File: src/rtl/handshake_constant_buf.sv
// -----------------------------------------------------------------------------
// handshake_constant_buf
//
// Elastic constant source for the handshake dataflow fabric. Every token
// accepted on the control channel produces one output token that carries the
// compile-time constant VALUE. Accepted tokens are held in a DEPTH-entry
// occupancy buffer. ctrl_ready therefore depends only on registered state and
// never on outs_ready, which cuts long ready paths between the control network
// and downstream consumers. Because the payload is constant, the buffer keeps a
// token count and never stores data.
//
// Parameters:
//   DATA_WIDTH  width of outs
//   VALUE       constant emitted on outs, truncated to DATA_WIDTH bits
//   DEPTH       token capacity, must be >= 1
//
// Ports:
//   clk         clock; all state updates on the rising edge
//   rst         synchronous reset, active-low (0 = reset)
//   ctrl_valid  control token offered
//   ctrl_ready  block can accept a control token
//   outs        constant data (VALUE while outs_valid, else zero)
//   outs_valid  constant token available
//   outs_ready  consumer accepts token
//   occupancy   tokens currently held ($clog2(DEPTH+1) bits, 0 during reset)
//   xfer_count  32-bit count of completed output transfers
//               (present only when HANDSHAKE_CONST_XFER_CNT_EN is defined)
//
// Optional feature macro: HANDSHAKE_CONST_XFER_CNT_EN
// -----------------------------------------------------------------------------
module handshake_constant_buf #(
  parameter int DATA_WIDTH = 32,
  parameter     VALUE      = 0,
  parameter int DEPTH      = 2,
  localparam int CW        = $clog2(DEPTH + 1)
) (
  input  logic                  clk,
  input  logic                  rst,
  input  logic                  ctrl_valid,
  output logic                  ctrl_ready,
  output logic [DATA_WIDTH-1:0] outs,
  output logic                  outs_valid,
  input  logic                  outs_ready,
  output logic [CW-1:0]         occupancy
`ifdef HANDSHAKE_CONST_XFER_CNT_EN
  ,
  output logic [31:0]           xfer_count
`endif
);

  // A zero-capacity buffer could never accept a token; refuse to elaborate.
  if (DEPTH < 1) begin : g_depth_check
    $error("handshake_constant_buf: DEPTH must be at least 1");
  end

  localparam logic [DATA_WIDTH-1:0] CONST_DATA = DATA_WIDTH'(VALUE);
  localparam logic [CW-1:0]         FULL       = CW'(DEPTH);
  localparam logic [CW-1:0]         ONE        = CW'(1);

  // NOTE: only the token count is state. There is no data array, so reset
  // clears the counter and nothing else needs initialising.
  logic [CW-1:0] count;
  logic [CW-1:0] count_next;
  logic          push;
  logic          pop;

  // Ready and valid are functions of the registered count (and reset) only.
  // Forcing both low while rst=0 keeps any handshake from completing during
  // reset, including a reset that lands in the middle of traffic.
  assign ctrl_ready = rst & (count < FULL);
  assign outs_valid = rst & (count != '0);
  assign outs       = outs_valid ? CONST_DATA : '0;
  assign occupancy  = rst ? count : '0;

  assign push = ctrl_valid & ctrl_ready;
  assign pop  = outs_valid & outs_ready;

  // NOTE: every always_comb output gets a default on entry; a path that leaves
  // count_next unassigned would infer a latch.
  always_comb begin
    count_next = count;
    case ({push, pop})
      2'b10:   count_next = count + ONE;
      2'b01:   count_next = count - ONE;
      default: count_next = count;  // both or neither: occupancy unchanged
    endcase
  end

  // NOTE: sequential state uses non-blocking assignments so every register
  // samples pre-edge values, independent of statement order.
  always_ff @(posedge clk) begin
    if (!rst) begin
      count <= '0;
    end else begin
      count <= count_next;
    end
  end

`ifdef HANDSHAKE_CONST_XFER_CNT_EN
  // Completed output transfers; wraps naturally at 2^32. The current-cycle pop
  // becomes visible on the following cycle.
  logic [31:0] xfer_count_q;

  always_ff @(posedge clk) begin
    if (!rst) begin
      xfer_count_q <= '0;
    end else if (pop) begin
      xfer_count_q <= xfer_count_q + 32'd1;
    end
  end

  assign xfer_count = xfer_count_q;
`endif

  // ---------------------------------------------------------------------------
  // Simulation-time invariants
  // ---------------------------------------------------------------------------
  // The counter stays within 0..DEPTH.
  a_count_range: assert property (@(posedge clk) disable iff (!rst)
    count <= FULL);

  // A push never lands on a full buffer unless a pop frees the slot in the same
  // cycle (which cannot happen, since ready is low when full).
  a_no_overflow: assert property (@(posedge clk) disable iff (!rst)
    !(push && (count == FULL)));

  // A pop never happens on an empty buffer.
  a_no_underflow: assert property (@(posedge clk) disable iff (!rst)
    !(pop && (count == '0)));

  // Once offered, a token stays offered until it is taken.
  a_valid_hold: assert property (@(posedge clk) disable iff (!rst)
    (outs_valid && !outs_ready) |=> outs_valid);

  // Data is the constant whenever it is offered.
  a_data_const: assert property (@(posedge clk) disable iff (!rst)
    outs_valid |-> (outs == CONST_DATA));

endmodule

File: config.mk
export PLATFORM = sky130hd
export DESIGN_NAME = handshake_constant_buf
export DESIGN_NICKNAME = d
export VERILOG_FILES = /design/src/rtl/handshake_constant_buf.sv
export SDC_FILE = /design/constraint.sdc
export NUM_CORES = 1
export LEC_CHECK = 0
export CAP_MARGIN = 20
export CORE_MARGIN = 1
export CORE_UTILIZATION = 27
export CTS_BUF_LIST = sky130_fd_sc_hd__clkbuf_16
export DETAILED_ROUTE_END_ITERATION = 12
export GPL_TIMING_DRIVEN = 0
export HOLD_SLACK_MARGIN = 0.15
export PLACE_DENSITY = 0.78
export SETUP_SLACK_MARGIN = 0.02
export SYNTH_ARGS = -nofsm -noshare
export SYNTH_HDL_FRONTEND = slang
export SYNTH_SLANG_ARGS = --single-unit
File: constraint.sdc
create_clock -name clk -period 1.63 [get_ports clk]
set_input_delay 0.2445 -clock clk [delete_from_list [all_inputs] [get_ports clk]]
set_output_delay 0.2445 -clock clk [all_outputs]
set_load 0.01 [all_outputs]
Word-level counts from Yosys, hierarchy flattened:

Index checks and enable logic that the tools add are counted.

* eq/ne operators: 2
* shift-type cells: 0
* muxes and demuxes: 2
* bitwise gates (word level): 4
* $add $sub $neg: 2
* magnitude comparators: 1
* reductions and logical operators: 2
* divide/modulo/power cells: 0
* multiply operators: 0

Operators with widths (count)
* $and 1x1->1: 4
* $pmux 2 s2: 1
* $reduce_bool 2->1: 2
* $add 2x1->2 const B: 1
* $eq 2x1->1 const B: 1
* $eq 2x2->1 const B: 1
* $lt 2x2->1 const B: 1
* $mux 2: 1
* $sub 2x1->2 const B: 1

* memories: 0
* bits in writable memories: 0
* bits in latches: 0
* input port bits: 4
* memory bits (read-only): 0
* flip-flop bits (word level): 2
* output and inout bits: 36
* word-level logic and storage cells: 14

Logic depth before layout (Yosys ltp):

Gate-level depths: netlist (run 1).

* depth after elaboration: 5
* depth in mapped cells: 6
* depth with buffers taken out: 6

Worst setup path before layout (run 1):

Ideal clock, no wire load.

* path type: flip-flop to flip-flop
* start: reg count[0]
* end: reg count[1]
* data arrival time: 1.421 ns
* period minus slack after synthesis: 1.545 ns
* cell stages (with the launch flop): 6
* library setup time: 0.123 ns
* path slack: 0.085 ns
* path buffers: 0
* cell sequence: dfxtp_1 > o21a_1 > and2_1 > ha_1 > nor2_1 > mux2_1

* cells in the longest elaborated chain, start to end: 5
* elaborated cells between the ends (all ways): 12
* those cells by class: add/sub (2); order compare (1); eq/ne (2); mux (1); bitwise (4); reduce/logical (2)

Ends and longest elaborated chain
* start: declaration: RTL line 62 `logic [CW-1:0] count;`
* start signal: assignment: RTL line 95 `count <= count_next;`
* $reduce_bool 2->1 *: RTL line 71 `assign outs_valid = rst & (count != '0);`
* $and 1x1->1 *: RTL line 71
* net outs_valid: RTL line 42 `output logic outs_valid,`
* $and 1x1->1 *: RTL line 76 `assign pop = outs_valid & outs_ready;`
* $eq 2x1->1 / $eq 2x2->1 (equally long branches): RTL line 82 `case ({push, pop})`
* $pmux 2 s2 / $reduce_bool 2->1 (equally long branches)

The timed path passes the listed nets; every way through them passes the cells marked *.
A chain may end at the register's enable or synchronous reset.

Worst setup path after layout (run 1):

* start: reg count[0]
* end: reg count[1]

* cells in the longest elaborated chain, start to end: 5
* elaborated cells between the ends (all ways): 12
* those cells by class: add/sub (2); order compare (1); eq/ne (2); mux (1); bitwise (4); reduce/logical (2)

Ends and longest elaborated chain (RTL line)
* $lt 2x2->1 / $reduce_bool 2->1 (equally long branches): 70, 71
* $and 1x1->1, on equally long branches: 70, 71
* $and 1x1->1, on equally long branches: 75, 76
* $eq 2x1->1 / $eq 2x2->1 (equally long branches): 82
* $pmux 2 s2 / $reduce_bool 2->1 (equally long branches)

Parallel ways exist; a longest one is shown, timed or not.

==> results of run 1 <==
==> worst paths after layout <==
check	startpoint	end	slack, ns
hold / removal	rst	count[0]$_SDFFE_PN0P_	0.45
setup reg to reg	count[0]$_SDFFE_PN0P_	count[1]$_SDFFE_PN0P_	0.09
hold reg to reg	count[0]$_SDFFE_PN0P_	count[0]$_SDFFE_PN0P_	0.60
setup / recovery	count[0]$_SDFFE_PN0P_	count[1]$_SDFFE_PN0P_	0.09
==> worst max-delay path: cells and delay by family, from the launching register on <==
family | cells | cell delay, ns
multiplexers | 1 | 0.32
XOR/XNOR | 1 | 0.13
flip-flops | 1 | 0.33
adder cells (fa/ha/maj) | 1 | 0.16
AND/OR/NAND/NOR | 2 | 0.28
AO/OA/AOI/OAI | 1 | 0.20
==> area by class of cell <==
cell class / count / share of cell area
Timing Repair Buffer: 7 / 0.101
Buffer: 32 / 0.360
Multi-Input combinational cell: 44 / 0.339
Tap cell: 15 / 0.0281
Sequential cell: 2 / 0.0599
Clock buffer: 3 / 0.112
==> layer usage <==
metal,track usage,vias up,part of all wire
met5,0,-,0
li1,-,164,-
met2,0.142,22,0.54
met3,0.0578,0,0.17
met4,0.0776,0,0
met1,0.0580,108,0.29
==> kinds of logic (layout without fill, tap and decap cells) <==
logic type,Yosys count,in the layout,synth area share
compound gates,1,1,0.0201
simple gates,7,7,0.107
buf+inv,32,42,0.644
other cells,1,32,0.0101
fa+ha+maj,1,1,0.0336
mux,1,1,0.0302
xor+xnor,2,2,0.0470
flops,2,2,0.107
==> placed cells by master (no fill, tap or decap), drive strengths merged, types with 2 or more instances in the layout <==
cell / n
buf: 32
clkdlybuf4s50: 5
dlygate4sd2: 2
clkbuf: 3
conb: 32
xnor2: 2
and2: 4
dfxtp: 2
==> stage by stage <==
| step | utilization | hold WS [ns] |
|---|---|---|
| finish | 0.520 | 0.448 |
| global route | 0.520 | 0.480 |
| CTS | 0.508 | 0.455 |
| detailed placement | 0.450 | 0.603 |
| global placement | 0.450 | 0.600 |
| floorplan | - | 0.366 |
==> power by group through the flow <==
stage / sequential (mW) / combinational, mW / clock [mW]
floorplan: 0.0628 / 0.126 / 0
global route: 0.0646 / 0.183 / 0.376
global placement: 0.0635 / 0.154 / 0
CTS: 0.0639 / 0.154 / 0.374
detailed placement: 0.0644 / 0.155 / 0
finish: 0.0638 / 0.166 / 0.366
==> timing repair <==
action | in CTS | in global routing
gates resized for setup | 3 | 2
setup endpoints to repair | 5 | 1
endpoints found under the hold margin | 0 | 0
==> reports/summary.txt, run 1 <==
=====================================================================================
Avg WL per Cell                                                               6.27 um
Number of max-slew violations in the final report                                   0
Floorplan die area                                                       0.00153 mm^2
Area fraction of the dominant cell type after synthesis                         0.644
Number of buffers between clock root and the deepest sink                           2
Hold buffers post-CTS                                                               0
Number of antenna violations at the first check in global routing                   0
Number of endpoints failing setup at the final stage                                0
Most numerous cell in the Yosys netlist                                         buf_4
Dominant cells by area after synthesis                                   buf_4 (64%), dfxtp_1 (11%), and2_1 (5.0%), xnor2_1 (4.7%), ha_1 (3.4%)
Core footprint                                                           0.00128 mm^2
Tot Pwr                                                                      0.596 mW
Fin nets                                                                           95
Setup_tns                                                                        0 ns
Maximum level of the CTS H-tree                                                     1
Proportion of power drawn by the clock network                                  0.615
Arrival time reported for the critical path endpoint                          1.64 ns
Power dissipated by switching net loads                                      0.133 mW
Average size of a mapped cell                                               7.93 um^2
Share of cells above drive strength 1                                           0.443
Post-Synthesis Cells                                                               47
Critical Path Slowest Stage Cell                                              dfxtp_1
Number of standard cells in the final layout excluding fillers                    103
Multi-input gate area in the final layout                                    226 um^2
Port Buf Inserts                                                                    7
Power density over the cells                                              891 mW/mm^2
Total placed cells including tap cells                                            100
Total detailed-routing wirelength                                              646 um
Nature of the critical path startpoint                                           flop
Routability-driven placement congestion ratio                                   0.510
Largest registers                                                           count (2)
Antenna diodes                                                                      0
Register bit total from synthesis                                                   2
Initial core utilization                                                        0.290
TritonRoute pass-1 iters                                                            2
Global routing usage summed across all routing layers                          0.0831
Height of the die                                                             39.2 um
Largest voltage drop on the vdd net                                          0.377 mV
Total clock sinks                                                                   2
Clock tree from TritonCTS                                                       built
Cell chosen for the clock root                                              clkbuf_16
Min-delay worst type                                                     input pin to flop
First-pass GRT wire length                                                     759 um
Clock-pin slew of the registers on the worst-case setup and hold paths        0.03 ns
Total congestion overflow                                                           0
Max_cap viols                                                                       0
Post-synth cell types                                                              12
Sort of element at the end of the critical path                                  flop
Flip-flop and latch area                                                    40.0 um^2
Leakage power figure                                                         0.399 nW
Iter 0 DRT Violations                                                               2
Dpl cell area                                                                578 um^2
Worst stage delay on the critical path                                        0.33 ns
Filler Cells Inserted                                                             130
Cell types with the highest counts after synthesis                       buf_4 (32), and2_1 (3), dfxtp_1 (2), xnor2_1 (2)
Clock latency reported for the late side of the worst-skew pair               0.22 ns
Residual DRC count                                                                  0
Part of the total power dissipated in sequential elements                       0.107
Number of enable flip-flop cells after synthesis                                    0
Synth area leader                                                               buf_4
Critical Setup Path Class                                                flop to flop
Post-route worst setup slack                                                0.0865 ns
Final-report hold violation count                                                   0
Area growth from synthesis to final layout                                      79.2%
Cell-internal power                                                          0.463 mW
Highest achievable clock rate                                                 648 MHz
Fin crit share                                                                  0.947
Maximum fanout encountered on the critical timing path                              4
Combinational Power Share                                                       0.278
Outcome                                                                  complete, no violations
Clock skew                                                                0.000928 ns
Data required time of the critical path                                       1.73 ns
Ports placed on the boundary                                                       40
Largest register FFs                                                                2
Overall die width                                                             39.2 um
Number of global-route vias before repair                                         205
Number of buffers inserted during clock tree synthesis                              3
Buffers inserted by post-CTS timing repair                                          0
Commonest register cell after synthesis                                       dfxtp_1
Vias per inst                                                                    2.85
Pin count of the biggest net entering global routing                                6
Worst-case setup slack after placement                                      -0.320 ns
Unrepaired setup endpoints after global routing                                    no
Core Rows                                                                          13
Number of routed nets with antenna violations                                       0
Switching share of power                                                        0.223
Share of flip-flops with an asynchronous set or reset                               0
YS warnings                                                                         0
Cell breakdown of the critical path                                      o21a_1 -> and2_1 -> ha_4 -> xnor2_1 -> nor2_2 -> mux2_1
Register name with the most flops                                               count
Tmin final                                                                    1.54 ns
Via count                                                                         294
R2r worst-path depth                                                                6
Worst hold path stage count                                                         2
Final design area excluding fillers                                          668 um^2
Sequential cell area fraction in the yosys report                               0.107
Synth Cell Area                                                              373 um^2
=====================================================================================
(Power assumes the default switching activity.)
==> inputs of run 2 (changes only) <==
--- a/config.mk
+++ b/config.mk
@@ -5,14 +5,15 @@
 export SDC_FILE = /design/constraint.sdc
 export NUM_CORES = 1
 export LEC_CHECK = 0
-export CAP_MARGIN = 20
+export ABC_CLOCK_PERIOD_IN_PS = 1400
+export CAP_MARGIN = 5
 export CORE_MARGIN = 1
-export CORE_UTILIZATION = 27
+export CORE_UTILIZATION = 24
 export CTS_BUF_LIST = sky130_fd_sc_hd__clkbuf_16
 export DETAILED_ROUTE_END_ITERATION = 12
 export GPL_TIMING_DRIVEN = 0
 export HOLD_SLACK_MARGIN = 0.15
-export PLACE_DENSITY = 0.78
+export PLACE_DENSITY = 0.73
 export SETUP_SLACK_MARGIN = 0.02
 export SYNTH_ARGS = -nofsm -noshare
 export SYNTH_HDL_FRONTEND = slang
==> constraint.sdc (replaced) <==
create_clock -name clk -period 1.4 [get_ports clk]
set_input_delay 0.21 -clock clk [delete_from_list [all_inputs] [get_ports clk]]
set_output_delay 0.21 -clock clk [all_outputs]
set_load 0.01 [all_outputs]
==> run 2 against run 1 <==
The flow now finishes with violations (negative setup slack). Via count up 0.34%. Die area up 12%. Clock skew about the same. Count of clock-buffer cells in the layout unchanged. Sequential cell count unchanged. Utilization down 2.4 points. Non-clock buffer count unchanged. Combinational power up 16%. Cell count unchanged. First-iteration DRC count down 50%. Sequential power up 22%. Critical path type unchanged. Largest power group unchanged. Highest routed layer is now met4.
==> reports/summary.txt, run 2 (synthesis results as in run 1) <==
=====================================================================================
Initial core utilization                                                        0.273   -0.0173
Reg-to-reg slack, setup                                                      -0.06 ns   -0.15 ns
Fin crit share                                                                   1.04   +0.0957
Global routing usage summed across all routing layers                          0.0698   -0.0133
Pin count of the biggest net entering global routing                                6   unchanged
Largest register FFs                                                                2   unchanged
Worst reg2reg startpoint                                                 count[1]$_SDFFE_PN0P_
Register name with the most flops                                               count
Min-delay worst type                                                     input pin to flop
Cell-internal power                                                          0.540 mW   +17%
Number of buffers inserted during clock tree synthesis                              3   unchanged
Capture point of the worst path                                          count[1]$_SDFFE_PN0P_
Number of buffers between clock root and the deepest sink                           2   unchanged
Fin nets                                                                           95   unchanged
Area growth from synthesis to final layout                                      81.9%
Maximum fanout encountered on the critical timing path                              3   -1
First-pass GRT wire length                                                     869 um   +14%
Max_cap viols                                                                       0   unchanged
Overall die width                                                             41.4 um   +5.8%
Clock-pin slew of the registers on the worst-case setup and hold paths        0.03 ns   about the same
Core footprint                                                           0.00137 mm^2   +6.3%
Leakage power figure                                                         0.419 nW   +5.0%
Post-route worst setup slack                                               -0.0596 ns   -0.146 ns
Share of cells above drive strength 1                                           0.489   +0.0455
Highest achievable clock rate                                                 685 MHz   +5.7%
Clock skew                                                                0.000642 ns   -0.000286 ns
Number of global-route vias before repair                                         218   +6.3%
Number of routed nets with antenna violations                                       0   unchanged
Number of max-slew violations in the final report                                   0   unchanged
Setup_tns                                                                  -0.0596 ns   -0.0596 ns
Height of the die                                                             41.4 um   +5.8%
Clock latency reported for the late side of the worst-skew pair               0.22 ns   about the same
Tmin final                                                                    1.46 ns   -0.0839 ns
Combinational Power Share                                                       0.275   -0.003
Maximum level of the CTS H-tree                                                     1   unchanged
Core Rows                                                                          13   unchanged
Iter 0 DRT Violations                                                               1   -1
Largest voltage drop on the vdd net                                          0.829 mV   +120%
Number of endpoints failing setup at the final stage                                1   +1
Data required time of the critical path                                       1.50 ns   -0.23 ns
Residual DRC count                                                                  0   unchanged
Sort of element at the end of the critical path                                  flop
Port Buf Inserts                                                                    7   unchanged
Power dissipated by switching net loads                                      0.158 mW   +19%
Clock tree from TritonCTS                                                       built
Antenna diodes                                                                      0   unchanged
Floorplan die area                                                       0.00172 mm^2   +12%
Endpoint of the lowest-slack register-to-register path                   count[1]$_SDFFE_PN0P_
Arrival time reported for the critical path endpoint                          1.56 ns   -0.08 ns
Setup crit start                                                         count[1]$_SDFFE_PN0P_
Nature of the critical path startpoint                                           flop
Hold buffers post-CTS                                                               0   unchanged
Worst-case setup slack after placement                                      -0.528 ns   -0.209 ns
Unrepaired setup endpoints after global routing                                   yes
TritonRoute pass-1 iters                                                            2   unchanged
Final-report hold violation count                                                   0   unchanged
Total congestion overflow                                                           0   unchanged
Outcome                                                                  complete, but fails checks
Failing checks                                                           negative setup slack
Number of antenna violations at the first check in global routing                   0   unchanged
Vias per inst                                                                    2.86   +0.34%
R2r worst-path depth                                                                6   unchanged
Dpl cell area                                                                582 um^2   +0.65%
Power density over the cells                                             1030 mW/mm^2   +16%
Total clock sinks                                                                   2   unchanged
Part of the total power dissipated in sequential elements                       0.111   +0.004
Total detailed-routing wirelength                                              613 um   -5.1%
Ports placed on the boundary                                                       40   unchanged
Via count                                                                         295   +0.34%
Routability-driven placement congestion ratio                                   0.705   +38%
Critical Setup Path Class                                                flop to flop
Largest registers                                                           count (2)
Cell chosen for the clock root                                              clkbuf_16
Switching share of power                                                        0.226   +0.00393
Leading cell types in the layout, fill and taps excluded                 buf_4 (32), conb_1 (32), dlygate4sd2_1 (5)
Proportion of power drawn by the clock network                                  0.613   -0.002
Final design area excluding fillers                                          678 um^2   +1.5%
Avg WL per Cell                                                               5.95 um   -5.1%
=====================================================================================
## run 2: cell types whose count changed in the layout (fill, tap and decap cells not counted), sizes merged
cell	previous run	this run
dlygate4sd2	2	5
clkdlybuf4s50	5	2
## run 2: final cells by class
| class | instances | area (um^2) |
|---|---|---|
| plain buffers | 32 | 240 |
| fillers | 134 | 688 |
| well taps | 15 | 18.8 |
| flip-flops and latches | 2 | 42.5 |
| multi-input cells | 44 | 238 |
| clock buffers | 3 | 75.1 |
| repair buffers | 7 | 63.8 |
## run 2: power by group through the flow
stage	sequential (mW)	clock [mW]	combinational [mW]
2_1_floorplan	0.0743	0	0.147
3_3_place_gp	0.0754	0	0.181
3_5_place_dp	0.0762	0	0.182
4_1_cts	0.0775	0.435	0.189
5_1_grt	0.0789	0.442	0.208
6_report	0.0778	0.429	0.192
## run 2: what timing repair did
action	4_1_cts	5_1_grt
pin swaps	2	0
buffers inserted	0	0
setup endpoints to repair	6	1
gates resized for setup	12	0
## run 2: worst min path at each step
| stage | start | endpoint | slack, ns | depth (start not counted) |
|---|---|---|---|---|
| 6_report | rst | count[0]$_SDFFE_PN0P_ | 0.42 | 2 |
| 5_1_grt | rst | count[0]$_SDFFE_PN0P_ | 0.44 | 2 |
| 4_1_cts | rst | count[0]$_SDFFE_PN0P_ | 0.42 | 2 |
| 3_5_place_dp | count[0]$_SDFFE_PN0P_ | count[0]$_SDFFE_PN0P_ | 0.58 | 2 |
| 3_3_place_gp | count[0]$_SDFFE_PN0P_ | count[0]$_SDFFE_PN0P_ | 0.60 | 2 |
| 2_1_floorplan | rst | count[0]$_SDFFE_PN0P_ | 0.33 | 1 |
## run 2: worst max-delay path: stages, from the launching register on
cell and delay, ns:
dfxtp_2 0.33, o21a_1 0.20, and2_4 0.15, ha_4 0.15
xnor2_1 0.12, nor2_2 0.10, mux2_4 0.30
## run 2: metrics by stage
| stage | utilization | total power, mW | hold WS, ns | std cells |
|---|---|---|---|---|
| floorplan | - | 0.222 | 0.332 | 78 |
| global placement | 0.426 | 0.257 | 0.598 | 100 |
| detailed placement | 0.426 | 0.258 | 0.584 | 100 |
| CTS | 0.496 | 0.702 | 0.419 | 103 |
| global route | 0.496 | 0.728 | 0.444 | 103 |
| finish | 0.496 | 0.699 | 0.420 | 103 |
## run 2: layer usage
layer  GRT usage  vias to the layer above  part of all wire
met1      0.0524                      110              0.31
li1            -                      161                 -
met3      0.0435                        3              0.13
met2       0.122                       21              0.52
met5           0                        -                 0
met4      0.0581                        0             0.034
==> inputs of run 3 (changes only) <==
--- a/config.mk
+++ b/config.mk
@@ -7,13 +7,16 @@
 export LEC_CHECK = 0
 export ABC_CLOCK_PERIOD_IN_PS = 1400
 export CAP_MARGIN = 5
+export CELL_PAD_IN_SITES_DETAIL_PLACEMENT = 0
+export CELL_PAD_IN_SITES_GLOBAL_PLACEMENT = 2
 export CORE_MARGIN = 1
-export CORE_UTILIZATION = 24
+export CORE_UTILIZATION = 23
 export CTS_BUF_LIST = sky130_fd_sc_hd__clkbuf_16
 export DETAILED_ROUTE_END_ITERATION = 12
+export DONT_BUFFER_PORTS = 1
 export GPL_TIMING_DRIVEN = 0
 export HOLD_SLACK_MARGIN = 0.15
-export PLACE_DENSITY = 0.73
+export PLACE_DENSITY = 0.67
 export SETUP_SLACK_MARGIN = 0.02
 export SYNTH_ARGS = -nofsm -noshare
 export SYNTH_HDL_FRONTEND = slang
==> run 3 against run 2 <==
Worst hold slack got worse by 0.049 ns. Die area grew 4.1%. Sequential power decreased by 4.5%. Clock power hardly changed. Critical path type unchanged. Non-clock buffer count shrank 3. Highest routed layer is now met3. Total power up 0.91%. Combinational power is 6% higher. Register-to-register slack got worse by 0.08 ns. The flow still finishes with violations (negative setup slack). Final area fell by 3.7%.
==> reports/summary.txt, run 3 (synthesis results as in run 1) <==
=====================================================================================
Outcome                                                                  complete, but fails checks
Failing checks                                                           negative setup slack
Height of the die                                                             42.3 um   +2.1%
Nature of the critical path startpoint                                           flop
Most common library cell in the layout ignoring fill and taps                   buf_4
Number of antenna violations at the first check in global routing                   0   unchanged
Proportion of power drawn by the clock network                                  0.605   -0.008
Cell breakdown of the critical path                                      o21a_1 -> and2_4 -> ha_4 -> xnor2_2 -> nor2_2 -> mux2_4
Worst-case setup slack after placement                                      -0.175 ns   +0.353 ns
Iter 0 DRT Violations                                                               0   -1
Clock-pin slew of the registers on the worst-case setup and hold paths        0.03 ns   about the same
Floorplan die area                                                       0.00179 mm^2   +4.1%
Part of the total power dissipated in sequential elements                       0.105   -0.006
Number of standard cells in the final layout excluding fillers                    101   -1.9%
Clock skew                                                                 0.00225 ns   +0.00161 ns
Register name with the most flops                                               count
Maximum level of the CTS H-tree                                                     1   unchanged
Residual DRC count                                                                  0   unchanged
Switching share of power                                                        0.222   -0.00417
Max_cap viols                                                                       0   unchanged
Post-route worst setup slack                                                -0.143 ns   -0.0831 ns
Highest achievable clock rate                                                 648 MHz   -5.4%
Clock tree from TritonCTS                                                       built
Area growth from synthesis to final layout                                      75.2%
Clock latency reported for the late side of the worst-skew pair               0.22 ns   about the same
Leakage power figure                                                         0.395 nW   -5.7%
Port Buf Inserts                                                                    0   -7
Sort of element at the end of the critical path                                  flop
Half-perimeter wire length after detailed placement                            403 um
Largest voltage drop on the vdd net                                          0.475 mV   -43%
Critical Path Slowest Stage Cell                                              dfxtp_4
Core footprint                                                           0.00151 mm^2   +10%
Number of buffers inserted during clock tree synthesis                              3   unchanged
Vias per inst                                                                    2.78   -2.9%
Number of endpoints failing setup at the final stage                                1   unchanged
Largest register FFs                                                                2   unchanged
Avg WL per Cell                                                               5.21 um   -12%
Core Rows                                                                          14   +1
Data required time of the critical path                                       1.50 ns   about the same
Via count                                                                         281   -4.7%
Total congestion overflow                                                           0   unchanged
Antenna diodes                                                                      0   unchanged
Routability-driven placement congestion ratio                                   0.706   +0.23%
Worst stage delay on the critical path                                        0.33 ns   about the same
Total detailed-routing wirelength                                              526 um   -14%
Final Hold Slack                                                             0.371 ns   -0.0491 ns
Total placed cells including tap cells                                             94   -6.0%
Ports placed on the boundary                                                       40   unchanged
Leading cell types in the layout, fill and taps excluded                 buf_4 (35), conb_1 (32), clkbuf_16 (3)
Unrepaired setup endpoints after global routing                                   yes
Tmin final                                                                    1.54 ns   +0.0831 ns
TritonRoute pass-1 iters                                                            1   -1
Combinational Power Share                                                       0.290   +0.015
Cell chosen for the clock root                                              clkbuf_16
Reg-to-reg slack, setup                                                      -0.14 ns   -0.08 ns
Min-delay worst type                                                     input pin to flop
Number of routed nets with antenna violations                                       0   unchanged
Cell-internal power                                                          0.548 mW   +1.5%
Share of cells above drive strength 1                                           0.553   +0.0643
Tot Pwr                                                                      0.705 mW   +0.91%
Power density over the cells                                             1080 mW/mm^2   +4.8%
Critical Setup Path Class                                                flop to flop
Power dissipated by switching net loads                                      0.157 mW   -0.95%
Fin crit share                                                                   1.10   +0.0593
Overall die width                                                             42.3 um   +2.1%
Arrival time reported for the critical path endpoint                          1.64 ns   +0.08 ns
Final-report hold violation count                                                   0   unchanged
Total clock sinks                                                                   2   unchanged
Initial core utilization                                                        0.248   -0.0254
Number of buffers between clock root and the deepest sink                           2   unchanged
Number of max-slew violations in the final report                                   0   unchanged
Number of global-route vias before repair                                         165   -24%
Fin nets                                                                           92   -3.2%
Global routing usage summed across all routing layers                          0.0496   -0.0203
Pin count of the biggest net entering global routing                                6   unchanged
Largest registers                                                           count (2)
First-pass GRT wire length                                                     614 um   -29%
Maximum fanout encountered on the critical timing path                              3   unchanged
=====================================================================================
==> run 3: cell types whose count changed in the layout (fill, tap and decap cells not counted), sizes merged <==
cell           delta
dlygate4sd2       -5
buf               +3
clkdlybuf4s50     -2
dlygate4sd3       +1
==> run 3: layout make-up <==
class                           instances  area [um^2]
Sequential cell                         2         45.0
Timing Repair Buffer                    4         32.5
Clock buffer                            3         75.1
Multi-Input combinational cell         44          240
Buffer                                 32          240
Tap cell                               16         20.0
Fill cell                             157          853
==> run 3: critical path: cells and delay by family, from the launching register on <==
kind	cells	cell delay, ns
adders and majority gates	1	0.15
AOI/OAI and AO/OA	1	0.23
xor gates and xnor gates	1	0.13
muxes	1	0.31
and+or+nand+nor	2	0.28
DFF	1	0.33
==> run 3: routing by layer <==
metal | GRT usage | wire length (um) | vias to the layer above
met1 | 0.0418 | 181 | 105
met3 | 0.0345 | 77 | 0
met2 | 0.0708 | 267 | 20
met5 | 0 | 0 | -
li1 | - | - | 156
met4 | 0.0563 | 0 | 0
==> run 3: final timing paths <==
check                   startpoint               endpoint  cells after the start
min                            rst  count[1]$_SDFFE_PN0P_                      2
max          count[0]$_SDFFE_PN0P_  count[1]$_SDFFE_PN0P_                      6
min reg2reg  count[1]$_SDFFE_PN0P_  count[1]$_SDFFE_PN0P_                      2
max reg2reg  count[0]$_SDFFE_PN0P_  count[1]$_SDFFE_PN0P_                      6
==> run 3: through the flow <==
stage	cell area, um^2	TNS, ns	utilization
finish	653	-0.143	0.434
detailed placement	513	-0.175	0.341
CTS	614	-0.134	0.408
global placement	513	-0.178	0.341
global route	653	-0.179	0.434
floorplan	493	-0.0928	-
==> run 3: power by group through the flow <==
stage | Combinational, mW | Sequential (mW) | Clock, mW
2_1_floorplan | 0.147 | 0.0743 | 0
3_3_place_gp | 0.152 | 0.0764 | 0
3_5_place_dp | 0.151 | 0.0760 | 0
4_1_cts | 0.161 | 0.0764 | 0.434
5_1_grt | 0.221 | 0.0756 | 0.440
6_report | 0.204 | 0.0743 | 0.426
==> run 3: repair_timing <==
item                       4_1_cts  5_1_grt
gates cloned                     0        0
gates resized for setup          4        4
buffers inserted                 0        3
hold endpoints to repair         1        0
setup endpoints to repair        2        1
pin swaps                        3        3
hold buffers                     1        0
